[src/rtl/adc_idelay_load_seq.sv]
// Sequences IODELAYE1 VAR_LOADABLE tap loads over the masked ADC lanes on each commit-bit toggle
// and reports progress and results in a readback status word.
module adc_idelay_load_seq #(
    parameter int N_LANES       = 16,
    parameter int TAP_W         = 5,
    parameter int SETTLE_CYCLES = 8
) (
    input  logic               user_clk,
    input  logic               user_rst_n,
    input  logic [31:0]        cfg_word,
    input  logic               idelayctrl_rdy,
    output logic [TAP_W-1:0]   dly_cntvalue,
    output logic [N_LANES-1:0] dly_ld,
    output logic               busy,
    output logic [31:0]        status
);

    localparam int IDX_W = (N_LANES > 1) ? $clog2(N_LANES) : 1;
    localparam int CNT_W = (SETTLE_CYCLES > 1) ? $clog2(SETTLE_CYCLES) : 1;

    localparam logic [IDX_W-1:0] LAST_IDX    = IDX_W'(N_LANES - 1);
    localparam logic [CNT_W-1:0] SETTLE_INIT = CNT_W'(SETTLE_CYCLES - 1);

    localparam logic [2:0] S_IDLE   = 3'd0;
    localparam logic [2:0] S_SCAN   = 3'd1;
    localparam logic [2:0] S_LOAD   = 3'd2;
    localparam logic [2:0] S_SETTLE = 3'd3;
    localparam logic [2:0] S_DONE   = 3'd4;

    logic [2:0]         state;
    logic               cfg_q_commit;
    logic               commit;
    logic [N_LANES-1:0] mask;
    logic [N_LANES-1:0] loaded;
    logic [N_LANES-1:0] loaded_last;
    logic [IDX_W-1:0]   idx;
    logic [CNT_W-1:0]   cnt;
    logic               pending;
    logic               overrun;
    logic [4:0]         last_tap;
    logic [7:0]         pass_cnt;
    logic               unused_cfg;

    // Only some cfg_word fields are consumed, depending on the lane count.
    assign unused_cfg = ^cfg_word;

    assign commit = cfg_word[8] ^ cfg_q_commit;

    always_ff @(posedge user_clk) begin
        // The commit reference tracks cfg_word even in reset, so a toggle made
        // while reset is held is absorbed rather than starting a pass.
        cfg_q_commit <= cfg_word[8];
        if (!user_rst_n) begin
            state        <= S_IDLE;
            dly_ld       <= '0;
            dly_cntvalue <= '0;
            busy         <= 1'b0;
            mask         <= '0;
            loaded       <= '0;
            loaded_last  <= '0;
            idx          <= '0;
            cnt          <= '0;
            pending      <= 1'b0;
            overrun      <= 1'b0;
            last_tap     <= '0;
            pass_cnt     <= '0;
        end else begin
            // NOTE: this default is overridden by a later non-blocking write in the
            // same cycle, which keeps dly_ld a one-cycle pulse without extra state.
            dly_ld <= '0;

            if (commit && state != S_IDLE && pending)
                overrun <= 1'b1;
            else if (cfg_word[9])
                overrun <= 1'b0;

            if (state == S_DONE)
                pending <= 1'b0;
            else if (commit && state != S_IDLE)
                pending <= 1'b1;

            case (state)
                S_IDLE: begin
                    if (commit) begin
                        mask         <= cfg_word[16 +: N_LANES];
                        dly_cntvalue <= cfg_word[TAP_W-1:0];
                        idx          <= '0;
                        busy         <= 1'b1;
                        state        <= S_SCAN;
                    end
                end
                S_SCAN: begin
                    if (!mask[idx]) begin
                        if (idx == LAST_IDX)
                            state <= S_DONE;
                        else
                            idx <= idx + 1'b1;
                    end else if (idelayctrl_rdy) begin
                        dly_ld[idx] <= 1'b1;
                        state       <= S_LOAD;
                    end
                end
                S_LOAD: begin
                    loaded[idx] <= 1'b1;
                    cnt         <= SETTLE_INIT;
                    state       <= S_SETTLE;
                end
                S_SETTLE: begin
                    if (cnt != '0) begin
                        cnt <= cnt - 1'b1;
                    end else if (idx == LAST_IDX) begin
                        state <= S_DONE;
                    end else begin
                        idx   <= idx + 1'b1;
                        state <= S_SCAN;
                    end
                end
                S_DONE: begin
                    loaded_last <= loaded;
                    last_tap    <= 5'(dly_cntvalue);
                    pass_cnt    <= pass_cnt + 1'b1;
                    loaded      <= '0;
                    // A commit landing on this cycle is served here, same as a queued one.
                    if (pending || commit) begin
                        mask         <= cfg_word[16 +: N_LANES];
                        dly_cntvalue <= cfg_word[TAP_W-1:0];
                        idx          <= '0;
                        state        <= S_SCAN;
                    end else begin
                        busy  <= 1'b0;
                        state <= S_IDLE;
                    end
                end
                default: begin
                    busy  <= 1'b0;
                    state <= S_IDLE;
                end
            endcase
        end
    end

    always_comb begin
        status                   = '0;
        status[0]                = busy;
        status[1]                = pending;
        status[2]                = overrun;
        status[7:3]              = last_tap;
        status[15:8]             = pass_cnt;
        status[16 +: N_LANES]    = loaded_last;
    end

endmodule

[config.mk]
export PLATFORM = sky130hd
export DESIGN_NAME = adc_idelay_load_seq
export DESIGN_NICKNAME = d
export VERILOG_FILES = /design/src/rtl/adc_idelay_load_seq.sv
export SDC_FILE = /design/constraint.sdc
export NUM_CORES = 1
export LEC_CHECK = 0
export BUFFER_PORTS_ARGS = -buffer_cell sky130_fd_sc_hd__buf_4
export CORE_UTILIZATION = 35
export CTS_CLUSTER_SIZE = 12
export DETAILED_ROUTE_END_ITERATION = 12
export GPL_ROUTABILITY_DRIVEN = 0
export GPL_TIMING_DRIVEN = 0
export PLACE_DENSITY_LB_ADDON = 0.12
export REMOVE_ABC_BUFFERS = 1
export SYNTH_ARGS = -nofsm -noshare
export SYNTH_HDL_FRONTEND = slang
export SYNTH_SLANG_ARGS = --single-unit
[constraint.sdc]
create_clock -name user_clk -period 2.5 [get_ports user_clk]
set_input_delay 0.375 -clock user_clk [delete_from_list [all_inputs] [get_ports user_clk]]
set_output_delay 0.375 -clock user_clk [all_outputs]
set_load 0.01 [all_outputs]
# Word level (Yosys, flattened, before mapping)
# Index checks and enable logic that the tools add are counted.
[totals]
mem_bits_ro = 0
ram_bits = 0
inputBits = 35
latch_bits = 0
mem_count = 0
wordCells = 88
out_inout_bits = 54
regBits = 96
[op_classes]
n_eq_ne = 13
div_mod_pow = 0
n_reduce_logical = 20
n_lt_le_gt_ge = 2
n_mul = 0
n_bitwise = 4
n_mux = 32
n_shift = 0
add_sub_neg = 3
[ops]
columns = ["operator", "n"]
rows = [
  ["$pmux 16 s2", 2],
  ["$mux 16", 2],
  ["$mux 3", 7],
  ["$mux 4", 5],
  ["$or 16x16->16", 1],
  ["$pmux 4 s4", 1],
  ["$pmux 3 s5", 1],
  ["$mux 5", 2],
  ["$ne 2x2->1 const B", 5],
  ["$pmux 5 s2", 1],
  ["$add 8x1->8 const B", 1],
  ["$reduce_and 4->1", 2],
  ["$reduce_bool 2->1", 4],
  ["$mux 1", 7],
  ["$eq 3x2->1 const B", 2],
  ["$ne 3x3->1 const B", 2],
  ["$pmux 3 s2", 1],
  ["$reduce_and 3->1", 2],
  ["$reduce_bool 3->1", 2],
  ["$lt 4x5->1 const B", 1],
  ["$reduce_and 5->1", 1],
  ["$add 4x1->4 const B", 1],
  ["$bmux 1 s4", 1],
  ["$demux 1 s4", 1],
  ["other kinds (16)", 19],
]

# Logic depth before layout (Yosys ltp)
# Gate-level depths: netlist of the first run.
[depth]
word_depth = 6
mapped_depth = 8
ltp_nobuf = 7

# Least setup slack after synthesis of the first run
# OpenSTA, ideal clock, no wires.
[synth_timing]
kind = "register to register"
from = "register idx[1]"
to = "register idx[3]"
period_less_slack_ns = 2.017
slack_ns = 0.483
path_stages_with_launch = 7
path_buffers = 1
setup_ns = 0.123
required_ns = 2.377
t_arrival_ns = 1.893
path_cell_list = "dfxtp_1 buf_6 mux2_2 o21ai_1 o32ai_4 a2111oi_1 mux2_1"
[synth_via]
elab_chain_cells = 4
elab_cells_between_ends = 10
classes_between = "1 x add/sub; 2 x eq/ne; 6 x mux; 1 x reduce/logical"
[synth_rtl]
columns = ["item", "line", "text"]
rows = [
  ["start, declared", "36", "logic [IDX_W-1:0] idx;"],
  ["start signal, assigned", "97", "idx <= idx + 1'b1;"],
  ["start signal, assigned", "114", "idx <= idx + 1'b1;"],
  ["$add 4x1->4 (tied with other cells)", "97, 114", ""],
  ["$mux 4 / $mux 1 (equally long branches)", "94, 111, 93", ""],
  ["$mux 4 (tied with other cells)", "109", "if (cnt != '0) begin"],
  ["$pmux 4 s4 / $reduce_and 5->1 (equally long branches)", "-", ""],
]
# Several ways; a longest one is shown, not always the timed one. The select of a mux whose other input is x is not followed.
# A chain may end at the register's enable or synchronous reset.

# Final worst setup path of the first run
# Same ends and word-level chain as after synthesis.

==> results.json, run 1 <==
{
  "ctsHtreeMaxLevel": 3,
  "rsz_0062_raised_after_global_routing": "no",
  "tritoncts": "yes",
  "worstPathMaxFanout": 12,
  "effective_utilization_at_floorplan_pct": 36.2,
  "detail-route-antenna-nets": 0,
  "grt_antenna_before_repair": 0,
  "hold_path_startpoint": "cfg_word[8]",
  "yosysSeqAreaShare_pct": 51.2,
  "maxCapViolCount": 0,
  "worst_r2r_startpoint": "idx[1]",
  "final_nets": 537,
  "layout.core_utilization_pct": 44.8,
  "result_of_the_run": "completed",
  "holdBufCountCts": 0,
  "fp.coreArea_mm2": 0.0104,
  "post_synth_num_cell_types": 51,
  "grt_max_degree": 41,
  "drtIter0Drc": 140,
  "min-delay-path-class": "in -> reg",
  "first_pass_iters": 5,
  "dieWidth_um": 106,
  "worstSkewPairLatency_ps": 350,
  "finalSetupViolations": 0,
  "dr_total_vias": 3057,
  "syn-instance-count": 429,
  "remaining_drc_errors": 0,
  "critPathArrivalTime_ps": 2500,
  "p_seq_share_pct": 51.2,
  "synth_top_area_cell": "sky130_fd_sc_hd__dfxtp_1",
  "post-cts-setup-buffer-count": 0,
  "first_global_vias": 2860,
  "power_frac_clock_pct": 31.2,
  "synth-async-reset-ratio_pct": 0,
  "count_of_pins_over_their_slew_limit": 0,
  "critPathKind": "reg -> reg",
  "grt_pass1_wl_mm": 14.1,
  "yosys_register_bits": 96,
  "fp.dieH_um": 106,
  "clk_tree_root_cell": "sky130_fd_sc_hd__clkbuf_8",
  "row_cnt": 37,
  "count_of_final_hold_check_violations": 0,
  "ctsResizeCount": 0,
  "path_clk_slew_ps": 100,
  "synth-edff-count": 0,
  "drive_above_1_share_pct": 22.2,
  "total_power_w": 0.00326,
  "design.die.area_mm2": 0.0111,
  "io_buffer_count": 79,
  "skew_ps": 12.4,
  "diodes": 0,
  "synth.area.top_cells": "sky130_fd_sc_hd__dfxtp_1, sky130_fd_sc_hd__nand2_1, sky130_fd_sc_hd__a21oi_1",
  "intPower_w": 0.00231,
  "timing.critical_path.to_type": "flip-flop",
  "flip_flop_cell_with_the_highest_count_after_synthesis": "sky130_fd_sc_hd__dfxtp_1",
  "viasPerCell": 4.81,
  "power.density_mw_per_mm2": 702,
  "combinationalPowerShare_pct": 17.6,
  "p_sw_share_pct": 29.2,
  "final_min_period_over_clock_period_pct": 90.4,
  "postLayoutCellArea_mm2": 0.00464,
  "boundaryPins": 89,
  "worst_slew_margin_rel_pct": 19.4,
  "leakagePower_nw": 1.90,
  "placement.cell_area_mm2": 0.00444,
  "critical_path.startpoint": "idx[1]",
  "whs_ps": 146,
  "cp_data_required_time_ps": 2740,
  "final.min_clock_period_ps": 2260,
  "synthToLayoutAreaGrowth_pct": 23.7,
  "cp-start-kind": "flip-flop",
  "wl_per_cell_um": 13.3,
  "irDropWorstVdd_mv": 0.278,
  "fmax_ghz": 0.442,
  "syn_area_mm2": 0.00375,
  "numClockSinks": 96,
  "post_synth.cell_area_avg_um2": 8.75,
  "route.final.wire_length_mm": 8.48,
  "ys_warn_count": 0,
  "worst_pin_slew_ps": 1200,
  "clk_path_buf_depth": 2,
  "grt-ovfl-total": 0,
  "track_usage_pct": 16.1,
  "netSwitchingPower_w": 0.000951,
  "cts-buffers-inserted": 9,
  "detailedPlacementHpwl_mm": 5.66,
  "netlist.area_leader.share_pct": 51.2
}
## cell usage in the layout, fill, tap and decap left out, types with 8 or more instances in the layout
cell type and count:
sky130_fd_sc_hd__mux2i_1 8, sky130_fd_sc_hd__nand2_1 94, sky130_fd_sc_hd__clkbuf_8 10, sky130_fd_sc_hd__a31oi_1 16
sky130_fd_sc_hd__buf_4 79, sky130_fd_sc_hd__and3_1 19, sky130_fd_sc_hd__a21oi_1 51, sky130_fd_sc_hd__nor2_1 33
sky130_fd_sc_hd__inv_1 10, sky130_fd_sc_hd__dfxtp_1 95
## registers in the layout (all words and copies together), names as in the netlist
register      flops
busy              1
cfg_q_commit      1
cnt               3
dly_cntvalue      5
dly_ld           16
idx               4
last_tap          5
loaded           16
loaded_last      16
mask             16
overrun           1
pass_cnt          8
pending           1
state             3
## worst paths after layout
kind / to / slack [ps] / cells after the start
worst max-delay path: idx[3] / 240 / 6
worst min-delay path: cfg_q_commit / 150 / 1
worst max register to register: idx[3] / 240 / 6
worst min register to register: loaded_last[6] / 440 / 2
## area by class of cell
class	instances	area, um2
multi-input cells	296	1680
inverters	11	41.3
clock inverters	5	56.3
clock buffers	10	138
flip-flops and latches	96	1920
repair buffers	81	628
fillers	1077	5730
well taps	136	170
## critical path, cell delays in order, from the launching register on
cell	delay [ps]
sky130_fd_sc_hd__dfxtp_2	430
sky130_fd_sc_hd__ha_1	330
sky130_fd_sc_hd__and3_1	300
sky130_fd_sc_hd__nor2b_1	180
sky130_fd_sc_hd__o21ai_1	150
sky130_fd_sc_hd__a2111oi_2	420
sky130_fd_sc_hd__mux2_1	350
## Yosys cell counts, types with 2 or more instances
| master | n |
|---|---|
| sky130_fd_sc_hd__nor3_1 | 3 |
| sky130_fd_sc_hd__mux2i_1 | 8 |
| sky130_fd_sc_hd__nand2b_1 | 2 |
| sky130_fd_sc_hd__buf_1 | 2 |
| sky130_fd_sc_hd__o21ai_1 | 3 |
| sky130_fd_sc_hd__nor4_1 | 2 |
| sky130_fd_sc_hd__and2_1 | 5 |
| sky130_fd_sc_hd__dfxtp_1 | 96 |
| sky130_fd_sc_hd__xor2_1 | 7 |
| sky130_fd_sc_hd__ha_1 | 7 |
| sky130_fd_sc_hd__clkbuf_1 | 18 |
| sky130_fd_sc_hd__xnor2_1 | 3 |
| sky130_fd_sc_hd__a21oi_1 | 51 |
| sky130_fd_sc_hd__nor2b_1 | 3 |
| sky130_fd_sc_hd__o21a_1 | 2 |
| sky130_fd_sc_hd__inv_1 | 11 |
| sky130_fd_sc_hd__and3_1 | 19 |
| sky130_fd_sc_hd__o211ai_1 | 2 |
| sky130_fd_sc_hd__mux2_2 | 2 |
| sky130_fd_sc_hd__nand4_1 | 2 |
| sky130_fd_sc_hd__nand3_1 | 4 |
| sky130_fd_sc_hd__o31ai_1 | 2 |
| sky130_fd_sc_hd__buf_4 | 3 |
| sky130_fd_sc_hd__nor2_1 | 34 |
| sky130_fd_sc_hd__a31oi_1 | 16 |
| sky130_fd_sc_hd__nand2_1 | 95 |
| sky130_fd_sc_hd__o21ai_0 | 2 |
| sky130_fd_sc_hd__buf_6 | 2 |
## logic make-up after synthesis
| kind of cell | after synthesis | synth area share, % |
|---|---|---|
| buffers and inverters | 37 | 4.43 |
| XOR/XNOR | 10 | 2.33 |
| AND/OR/NAND/NOR | 176 | 21.0 |
| AO/OA/AOI/OAI | 91 | 15.0 |
| multiplexers | 12 | 3.63 |
| adder cells (fa/ha/maj) | 7 | 2.33 |
| flip-flops | 96 | 51.2 |
## routing by layer
layer / vias to the layer above / share of wire (%) / global-route usage (%)
met5: - / 0 / 0
met4: 0 / 0.87 / 6.35
met1: 1401 / 49 / 21.4
met3: 7 / 3.8 / 3.28
li1: 1587 / - / -
met2: 62 / 47 / 25.6
## through the flow
stage | cells | setup WS (ps) | TNS, ps
after detailed placement | 620 | 63.4 | 0
after CTS | 635 | 36.2 | 0
after floorplan | 403 | 360 | 0
final | 635 | 240 | 0
after global routing | 635 | 94.4 | 0
after global placement | 618 | -451 | -2320
## power groups by stage
stage | sequential [W] | combinational (W) | clock [W]
after floorplan | 0.00170 | 0.000359 | 0
after global placement | 0.00170 | 0.000548 | 0
after detailed placement | 0.00170 | 0.000568 | 0
after CTS | 0.00167 | 0.000571 | 0.00106
after global routing | 0.00168 | 0.000636 | 0.00113
final | 0.00167 | 0.000573 | 0.00102
(Power assumes the default switching activity.)
==> inputs of run 2 (changes only) <==
--- a/config.mk
+++ b/config.mk
@@ -7,4 +7,4 @@
 export LEC_CHECK = 0
-export BUFFER_PORTS_ARGS = -buffer_cell sky130_fd_sc_hd__buf_4
-export CORE_UTILIZATION = 35
+export BUFFER_PORTS_ARGS = -buffer_cell sky130_fd_sc_hd__buf_2
+export CORE_UTILIZATION = 50
 export CTS_CLUSTER_SIZE = 12
--- a/constraint.sdc
+++ b/constraint.sdc
@@ -3,2 +3,2 @@
 set_output_delay 0.375 -clock user_clk [all_outputs]
-set_load 0.01 [all_outputs]
+set_load 0.05 [all_outputs]
==> run 2 against run 1 <==
  * Global-route usage is 4.0 points higher
  * Final cell count is 5.7% lower
  * Maximum frequency is 3.6% lower
  * Clock power is 8% lower
  * Hold slack better by 25 ps
  * Utilization is 16 points higher
  * Sequential power hardly changed
  * Count of clock-buffer cells in the layout stayed put
  * Via count is 0.85% higher
  * Sequential share of layout area is 2.3 points higher
  * Critical path depth stayed put
  * Die area is 29% lower
  * Critical path type unchanged
  * Largest power group unchanged
==> results.json, run 2 (synthesized netlist as in run 1, its figures left out) <==
{
  "result_of_the_run": "completed",
  "grt_max_degree": 41,
  "setup_slack_ps": 155,
  "fmax_ghz": 0.426,
  "final_min_period_over_clock_period_pct": 93.8,
  "dr_total_vias": 3083,
  "final_common_cell": "sky130_fd_sc_hd__dfxtp_1",
  "endpoint": "idx[3]",
  "irDropWorstVdd_mv": 0.465,
  "leakagePower_nw": 1.87,
  "rsz_0062_raised_after_global_routing": "no",
  "critPathKind": "reg -> reg",
  "first_pass_iters": 4,
  "finalSetupViolations": 0,
  "grt_antenna_before_repair": 0,
  "path_clk_slew_ps": 90,
  "cpPeakStageDelay_ps": 710,
  "worst_r2r_startpoint": "idx[1]",
  "r2r_end": "idx[3]",
  "fp.dieH_um": 88.6,
  "final.min_clock_period_ps": 2340,
  "layout.filler_cells": 671,
  "fp.coreArea_mm2": 0.00725,
  "reg2reg_setup_slack_ps": 160,
  "worst_slew_margin_rel_pct": 22.4,
  "cts-buffers-inserted": 9,
  "post-place-ws_ps": 83.2,
  "count_of_pins_over_their_slew_limit": 0,
  "clk_path_buf_depth": 2,
  "critical_path.startpoint": "idx[1]",
  "grt-ovfl-total": 0,
  "first_global_vias": 2694,
  "detail-route-antenna-nets": 0,
  "path_buf_inv": 0,
  "route.final.wire_length_mm": 7.54,
  "timing.critical_path.to_type": "flip-flop",
  "worstPathMaxFanout": 12,
  "power.density_mw_per_mm2": 733,
  "remaining_drc_errors": 0,
  "worstSkewPairLatency_ps": 360,
  "grt_pass1_wl_mm": 12.3,
  "track_usage_pct": 20.1,
  "drive_above_1_share_pct": 22.4,
  "wl_per_cell_um": 12.6,
  "min-delay-path-class": "in -> reg",
  "count_of_final_hold_check_violations": 0,
  "synthToLayoutAreaGrowth_pct": 17.0,
  "cp-start-kind": "flip-flop",
  "dieWidth_um": 88.6,
  "hold_path_startpoint": "cfg_word[8]",
  "cp_num_cells": 6,
  "worst_pin_slew_ps": 1160,
  "drtIter0Drc": 144,
  "whs_ps": 171,
  "effective_utilization_at_floorplan_pct": 51.7,
  "boundaryPins": 89,
  "cp_data_required_time_ps": 2740,
  "diodes": 0,
  "detailedPlacementHpwl_mm": 5.12,
  "final_nets": 537,
  "holdBufCountCts": 0,
  "numClockSinks": 96,
  "chain_of_cells_forming_the_critical_path": "ha_2, and3_1, nor2b_1, o21ai_1, a2111oi_2, mux2_1",
  "critPathArrivalTime_ps": 2590,
  "design.die.area_mm2": 0.00786,
  "io_buffer_count": 79,
  "timing.critical_path.slowest_stage_cell": "sky130_fd_sc_hd__dfxtp_1",
  "clk_tree_root_cell": "sky130_fd_sc_hd__clkbuf_8",
  "maxCapViolCount": 0,
  "r2r.worst_path.cells": 6,
  "viasPerCell": 5.15,
  "tritoncts": "yes",
  "critPathTopFamily": "flip-flops",
  "skew_ps": 14.3,
  "ctsHtreeMaxLevel": 3,
  "row_cnt": 31,
  "leading_cell_types_in_the_layout_fill_and_taps_excluded": "sky130_fd_sc_hd__dfxtp_1, sky130_fd_sc_hd__nand2_1, sky130_fd_sc_hd__buf_2"
}
-- run 2: changes by cell type in the layout (fill, tap and decap cells not counted), sizes merged --
cell | previous run | this run
bufinv | 1 | 0
clkinvlp | 1 | 2
inv | 12 | 13
-- run 2: stage by stage --
step	utilization [%]	TNS (ps)	std cells	instance area (um2)	power [W]
2_1_floorplan	-	0	403	3630	0.00213
3_3_place_gp	57.2	-1380	581	4150	0.00228
3_5_place_dp	57.8	0	583	4190	0.00231
4_1_cts	60.4	0	599	4380	0.00324
5_1_grt	60.5	0	599	4390	0.00339
6_report	60.5	0	599	4390	0.00322
-- run 2: timing repair --
item | 4_1_cts | 5_1_grt
hold endpoints to repair | 0 | 0
resized for setup | 0 | 4
endpoints found under the setup margin | 0 | 3
setup buffers | 0 | 0
-- run 2: routing by layer --
layer / up-vias / part of all wire (%) / GRT usage (%) / routed length [um]
met5: - / 0 / 0 / 0
met4: 0 / 1.4 / 7.77 / 106
met3: 11 / 4.4 / 3.64 / 329
met2: 79 / 46 / 32.5 / 3470
met1: 1404 / 48 / 26.8 / 3630
li1: 1589 / - / - / -
-- run 2: where the power goes --
group | internal, W | leakage [nW] | switching (W) | total, W
registers | 0.00160 | 0.778 | 0.0000703 | 0.00167
clock network | 0.000399 | 0.0895 | 0.000541 | 0.000940
logic | 0.000204 | 1.00 | 0.000409 | 0.000613
-- run 2: worst min-delay path by stage --
| stage | endpoint | slack [ps] | depth (start not counted) |
|---|---|---|---|
| after detailed placement | loaded_last[15] | 440 | 2 |
| after CTS | cfg_q_commit | 160 | 1 |
| after floorplan | cfg_q_commit | 400 | 0 |
| after global placement | loaded_last[5] | 440 | 2 |
| final | cfg_q_commit | 170 | 1 |
| after global routing | cfg_q_commit | 160 | 1 |
-- run 2: final cells by class --
type	instances	area, um2	area share [%]
clock buffers	10	138	3.13
clock inverters	6	50.0	1.14
inverters	11	41.3	0.940
multi-input cells	296	1690	38.4
flip-flops and latches	96	1920	43.8
well taps	99	124	2.82
repair buffers	81	430	9.80
